$ cat config.mk
export PLATFORM = sky130hd
export DESIGN_NAME = lcd_text_scheduler
export DESIGN_NICKNAME = d
export VERILOG_FILES = /design/src/rtl/lcd_text_scheduler.sv
export SDC_FILE = /design/constraint.sdc
export NUM_CORES = 1
export LEC_CHECK = 0
export CAP_MARGIN = 10
export CORE_MARGIN = 2
export CORE_UTILIZATION = 62
export CTS_CLUSTER_SIZE = 25
export DETAILED_ROUTE_END_ITERATION = 10
export PLACE_DENSITY = 0.79
export SLEW_MARGIN = 25
export SYNTH_ARGS = -nofsm -noshare
export SYNTH_HDL_FRONTEND = slang
export SYNTH_SLANG_ARGS = --single-unit
$ cat constraint.sdc
create_clock -name iCLK -period 3.15 [get_ports iCLK]
set_input_delay 0.315 -clock iCLK [delete_from_list [all_inputs] [get_ports iCLK]]
set_output_delay 0.315 -clock iCLK [all_outputs]
set_load 0.02 [all_outputs]
$ cat src/rtl/lcd_text_scheduler.sv
// lcd_text_scheduler
//   Feeds an HD44780-style character controller from a 2x16 text buffer.
//   After reset it sends the init command list once, then re-sends a whole
//   display line (address command + 16 characters) whenever any character
//   of that line has been written.
//
// Ports:
//   iCLK, iRST_N        clock, asynchronous active-low reset
//   iWR_EN/ADDR/CHAR    host character write; ADDR[4] = line, ADDR[3:0] = column
//   oLCD_DATA/RS/START  byte, register select (0 cmd, 1 data) and start to controller
//   iLCD_DONE           controller done level
//   oINIT_DONE          sticky flag, set once the init list has been sent
//   oBUSY               high whenever the scheduler is not idle
module lcd_text_scheduler #(
  parameter int unsigned DLY_CYCLES = 262142,
  parameter int unsigned INIT_CMDS  = 4
) (
  input  logic       iCLK,
  input  logic       iRST_N,
  input  logic       iWR_EN,
  input  logic [4:0] iWR_ADDR,
  input  logic [7:0] iWR_CHAR,
  output logic [7:0] oLCD_DATA,
  output logic       oLCD_RS,
  output logic       oLCD_START,
  input  logic       iLCD_DONE,
  output logic       oINIT_DONE,
  output logic       oBUSY
);

  localparam int unsigned CNT_W = (DLY_CYCLES > 1) ? $clog2(DLY_CYCLES) : 1;
  localparam logic [CNT_W-1:0] CNT_LAST  = CNT_W'(DLY_CYCLES - 1);
  localparam logic [3:0]       INIT_LAST = 4'(INIT_CMDS - 1);

  typedef enum logic [1:0] {ST_INIT, ST_IDLE, ST_ADDR, ST_CHARS} state_t;
  typedef enum logic [1:0] {PH_ISSUE, PH_WAIT_ACK, PH_WAIT_DONE, PH_DELAY} phase_t;

  state_t           state_q, state_d;
  phase_t           phase_q, phase_d;
  logic [3:0]       idx_q, idx_d;
  logic [CNT_W-1:0] cnt_q, cnt_d;
  logic             line_q, line_d;
  logic             last_q, last_d;
  logic             init_done_q, init_done_d;
  logic [7:0]       data_q, data_d;
  logic             rs_q, rs_d;
  logic             start_q, start_d;
  logic [1:0]       dirty_q, dirty_clr, dirty_set;
  logic [7:0]       buffer [32];
  logic             sel;

  function automatic logic [7:0] init_cmd(input logic [3:0] i);
    case (i)
      4'd0:    return 8'h38;
      4'd1:    return 8'h0C;
      4'd2:    return 8'h01;
      4'd3:    return 8'h06;
      default: return 8'h00;
    endcase
  endfunction

  // State register
  always_ff @(posedge iCLK or negedge iRST_N) begin
    if (!iRST_N) begin
      state_q     <= ST_INIT;
      phase_q     <= PH_ISSUE;
      idx_q       <= '0;
      cnt_q       <= '0;
      line_q      <= 1'b0;
      last_q      <= 1'b1;
      init_done_q <= 1'b0;
      data_q      <= '0;
      rs_q        <= 1'b0;
      start_q     <= 1'b0;
    end else begin
      state_q     <= state_d;
      phase_q     <= phase_d;
      idx_q       <= idx_d;
      cnt_q       <= cnt_d;
      line_q      <= line_d;
      last_q      <= last_d;
      init_done_q <= init_done_d;
      data_q      <= data_d;
      rs_q        <= rs_d;
      start_q     <= start_d;
    end
  end

  // Round-robin only matters when both lines are dirty; last_q resets to 1
  // so line 0 is served first after reset.
  always_comb begin
    sel = (dirty_q == 2'b11) ? ~last_q : dirty_q[1];
  end

  // Next-state logic: top-level state plus per-byte handshake phase
  always_comb begin
    state_d     = state_q;
    phase_d     = phase_q;
    idx_d       = idx_q;
    cnt_d       = cnt_q;
    line_d      = line_q;
    last_d      = last_q;
    init_done_d = init_done_q;
    if (state_q == ST_IDLE) begin
      phase_d = PH_ISSUE;
      if (dirty_q != 2'b00) begin
        state_d = ST_ADDR;
        line_d  = sel;
        last_d  = sel;
      end
    end else begin
      case (phase_q)
        PH_ISSUE:     phase_d = PH_WAIT_ACK;
        PH_WAIT_ACK:  if (!iLCD_DONE) phase_d = PH_WAIT_DONE;
        PH_WAIT_DONE: begin
          if (iLCD_DONE) begin
            phase_d = PH_DELAY;
            cnt_d   = '0;
          end
        end
        PH_DELAY: begin
          if (cnt_q == CNT_LAST) begin
            phase_d = PH_ISSUE;
            case (state_q)
              ST_INIT: begin
                if (idx_q == INIT_LAST) begin
                  state_d     = ST_IDLE;
                  idx_d       = '0;
                  init_done_d = 1'b1;
                end else begin
                  idx_d = idx_q + 4'd1;
                end
              end
              ST_ADDR: begin
                state_d = ST_CHARS;
                idx_d   = '0;
              end
              ST_CHARS: begin
                if (idx_q == 4'd15) begin
                  state_d = ST_IDLE;
                  idx_d   = '0;
                end else begin
                  idx_d = idx_q + 4'd1;
                end
              end
              default: state_d = ST_IDLE;
            endcase
          end else begin
            cnt_d = cnt_q + CNT_W'(1);
          end
        end
        default: phase_d = PH_ISSUE;
      endcase
    end
  end

  // Output logic: byte/RS are loaded only at ISSUE so they stay stable
  // through the whole handshake and settle delay.
  always_comb begin
    data_d    = data_q;
    rs_d      = rs_q;
    start_d   = start_q;
    dirty_clr = '0;
    if (phase_q == PH_ISSUE && state_q != ST_IDLE) begin
      start_d = 1'b1;
      case (state_q)
        ST_INIT: begin
          data_d = init_cmd(idx_q);
          rs_d   = 1'b0;
        end
        ST_ADDR: begin
          data_d            = line_q ? 8'hC0 : 8'h80;
          rs_d              = 1'b0;
          dirty_clr[line_q] = 1'b1;
        end
        default: begin
          data_d = buffer[{line_q, idx_q}];
          rs_d   = 1'b1;
        end
      endcase
    end
    if (phase_q == PH_WAIT_DONE && iLCD_DONE) start_d = 1'b0;
  end

  always_comb begin
    dirty_set = '0;
    if (iWR_EN) dirty_set[iWR_ADDR[4]] = 1'b1;
  end

  // Text buffer and dirty flags; a write in the clear cycle keeps the line dirty
  always_ff @(posedge iCLK or negedge iRST_N) begin
    if (!iRST_N) begin
      for (int unsigned i = 0; i < 32; i++) buffer[i] <= 8'h20;
      dirty_q <= 2'b11;
    end else begin
      if (iWR_EN) buffer[iWR_ADDR] <= iWR_CHAR;
      dirty_q <= (dirty_q & ~dirty_clr) | dirty_set;
    end
  end

  assign oLCD_DATA  = data_q;
  assign oLCD_RS    = rs_q;
  assign oLCD_START = start_q;
  assign oINIT_DONE = init_done_q;
  assign oBUSY      = (state_q != ST_IDLE);

endmodule

==> metrics.cfg <==
[yosys]
synthesis.area_um2=14000
yosysTopAreaCellShare_pct=46.7
synth_edf_count=0
yosys.cell_types.count=59
seq_area_frac_synth_pct=53.2
synthCells=1016
ys_ff_latch=297
synthArstFlopShare_pct=100
ys_warn_count=0
synth_nets=1049
yosysTopAreaCell=dfrtp_1
synth.area.top_cells=dfrtp_1, mux2_2, mux4_2
synth_ff_type=dfrtp_1
syn_avg_cell_area_um2=13.8

[final_layout]
final_common_cell=dfrtp_1
fillers=1487
antennaDiodeCount=0
mostFrequentLayoutCells=dfrtp_1, mux2_2, mux4_2
area_growth_pct=13.5
drive_gt1_share_pct=41.8
stdcell_count=1368
layout.nets=1091

[detailed_routing]
vias=8852
viasPerCell=6.47
wl_um=32700
drt-initial-drc-count=683
drc_errors=0
firstDrtPassIters=5
ant_nets=0
wl_per_cell_um=23.9

[timing]
hold_viol_final=0
finalCriticalPeriod_ns=2.65
setup_tns_ns=0
finalSetupViolCount=0
clock_skew_ns=0.0105
rsz0062_at_grt=no
tightest_slew_ns=0.737
slew_headroom_pct=50.5
slew_violations=0
max_freq_mhz=377
period_share_pct=84.2

[power_and_ir_drop]
comb_power_share_pct=15.2
peakVddDrop_v=0.000408
p_clk_share_pct=37.9
p_leak_nw=6.78
seq_power_share_pct=46.9
cellInternalPower_w=0.00793
netSwitchingPower_w=0.00263
swShare_pct=24.9
power_density_nw_per_um2=663

[global_routing]
grt_use_total_pct=28.6
antenna_found_initial=0
overflow=0
grt_pass1_wl_um=52300
grt_pass1_vias=9203
grt_max_degree=77

[worst_hold_path]
hold_path_class=input port to async pin

[critical_path]
cp.arrival_ns=2.34
crit_required_ns=2.83
path_max_fanout=16
end_kind=output pin
crit_path_start_kind=flop
crit_top_cell=inv_1
crit_slowest_cell=clkdlybuf4s50_1
critPathLaunch=state_q[1]
cp_slowest_stage_delay_ns=0.57
rrSetupSlack_ns=0.56
timing.rr.start=state_q[1]
crit_chain=inv_1 > ha_1 > inv_1 > clkdlybuf4s50_1
path_class=flop to output pin

[cts]
cts_tree=built
numCtsBuffers=34
ctsHtreeMaxLevel=2
clk_pin_slew_worst_paths_ns=0.06
clk_path_buf_depth=3
cts_root_buffer=clkbuf_16
clk_latency_ns=0.51
clkSinkCount=297

[placement]
portBuffers=28
dp_hpwl_um=21500
gp_congestion=0.868
place_inst=1306

[die]
rows=55
pin_count=29
dieArea_um2=23900
die-height_um=154
start_util_pct=62.6
fp.dieW_um=154
core-area_um2=22400

[run_status]
status=complete, no violations

[job]
max_cap_viol_count=0

flip-flops by register name, summed over array words and instances (netlist names):
signal	count
oLCD_DATA	8
dirty_q	2
oLCD_START	1
idx_q	4
cnt_q	18
last_q	1
oINIT_DONE	1
state_q	2
buffer	256
phase_q	2
line_q	1
oLCD_RS	1
cell usage after synthesis, types with 8 or more instances:
master,number
dfstp_2,35
inv_1,12
nor2_1,35
dfrtp_1,262
o21ai_0,25
nand4_1,8
mux2_2,257
a21oi_1,20
nand2_1,48
ha_1,16
nor2b_1,8
mux4_2,55
nand3_1,17
clkbuf_1,54
or3_1,18
mux2i_1,21
repair_timing:
action / CTS / global route
setup buffers: 0 / 0
resized for setup: 0 / 0
hold buffers: 1 / 0
hold endpoints to repair: 61 / 0
through the flow:
step	hold WS [ns]	util, %	instance area (um2)	total power (W)	setup slack [ns]
after floorplan	0.0194	-	14000	0.00605	0.965
after global placement	0.323	65.9	14800	0.00650	0.581
after detailed placement	0.325	65.9	14800	0.00661	0.630
after CTS	0.392	71.0	15900	0.0106	0.519
after global routing	0.426	71.0	15900	0.0110	0.362
final	0.370	71.0	15900	0.0106	0.498
final cells by class:
class	count	area, um2	area share, %
sequential	297	7480	46.9
multi-input combinational	639	6220	39.0
clock buffer	53	1060	6.63
timing repair buffer	74	683	4.29
tap	285	357	2.24
clock inverter	8	93.8	0.589
inverter	12	45.0	0.283
power groups by stage:
stage	clock (W)	sequential [W]	combinational, W
after global placement	0	0.00496	0.00153
after detailed placement	0	0.00501	0.00160
after CTS	0.00406	0.00495	0.00162
after global routing	0.00421	0.00504	0.00175
final	0.00400	0.00495	0.00161
after floorplan	0	0.00490	0.00115
path summary, 6_finish.rpt:
check,end,cells after the start
min in group iCLK,oINIT_DONE,1
max reg2reg,oLCD_DATA[3],6
max,oBUSY,4
min,buffer[192],2
max in group asynchronous,buffer[85],3
min reg2reg,oINIT_DONE,1
worst max-delay path: cells and delay by family, from the launching register on:
family                     cells  cell delay, ns
buffers and inverters          3            0.89
adders and majority gates      1            0.51
DFF                            1            0.41
cell families after synthesis:
family	Yosys count	synth area share, %
AOI/OAI and AO/OA	107	5.11
xor gates and xnor gates	3	0.187
adders and majority gates	16	1.43
buffers and inverters	80	2.44
DFF	297	53.2
muxes	334	31.0
and+or+nand+nor	179	6.59
metal layers:
metal	global-route usage, %	part of all wire, %	up-vias	wire, um
li1	-	-	3877	-
met1	40.5	44	4608	14500
met2	45.0	47	297	15300
met3	5.77	6.0	70	1970
met4	9.92	2.8	0	920
met5	0	0	-	0
Note: power is estimated with default switching activity, not from simulation.
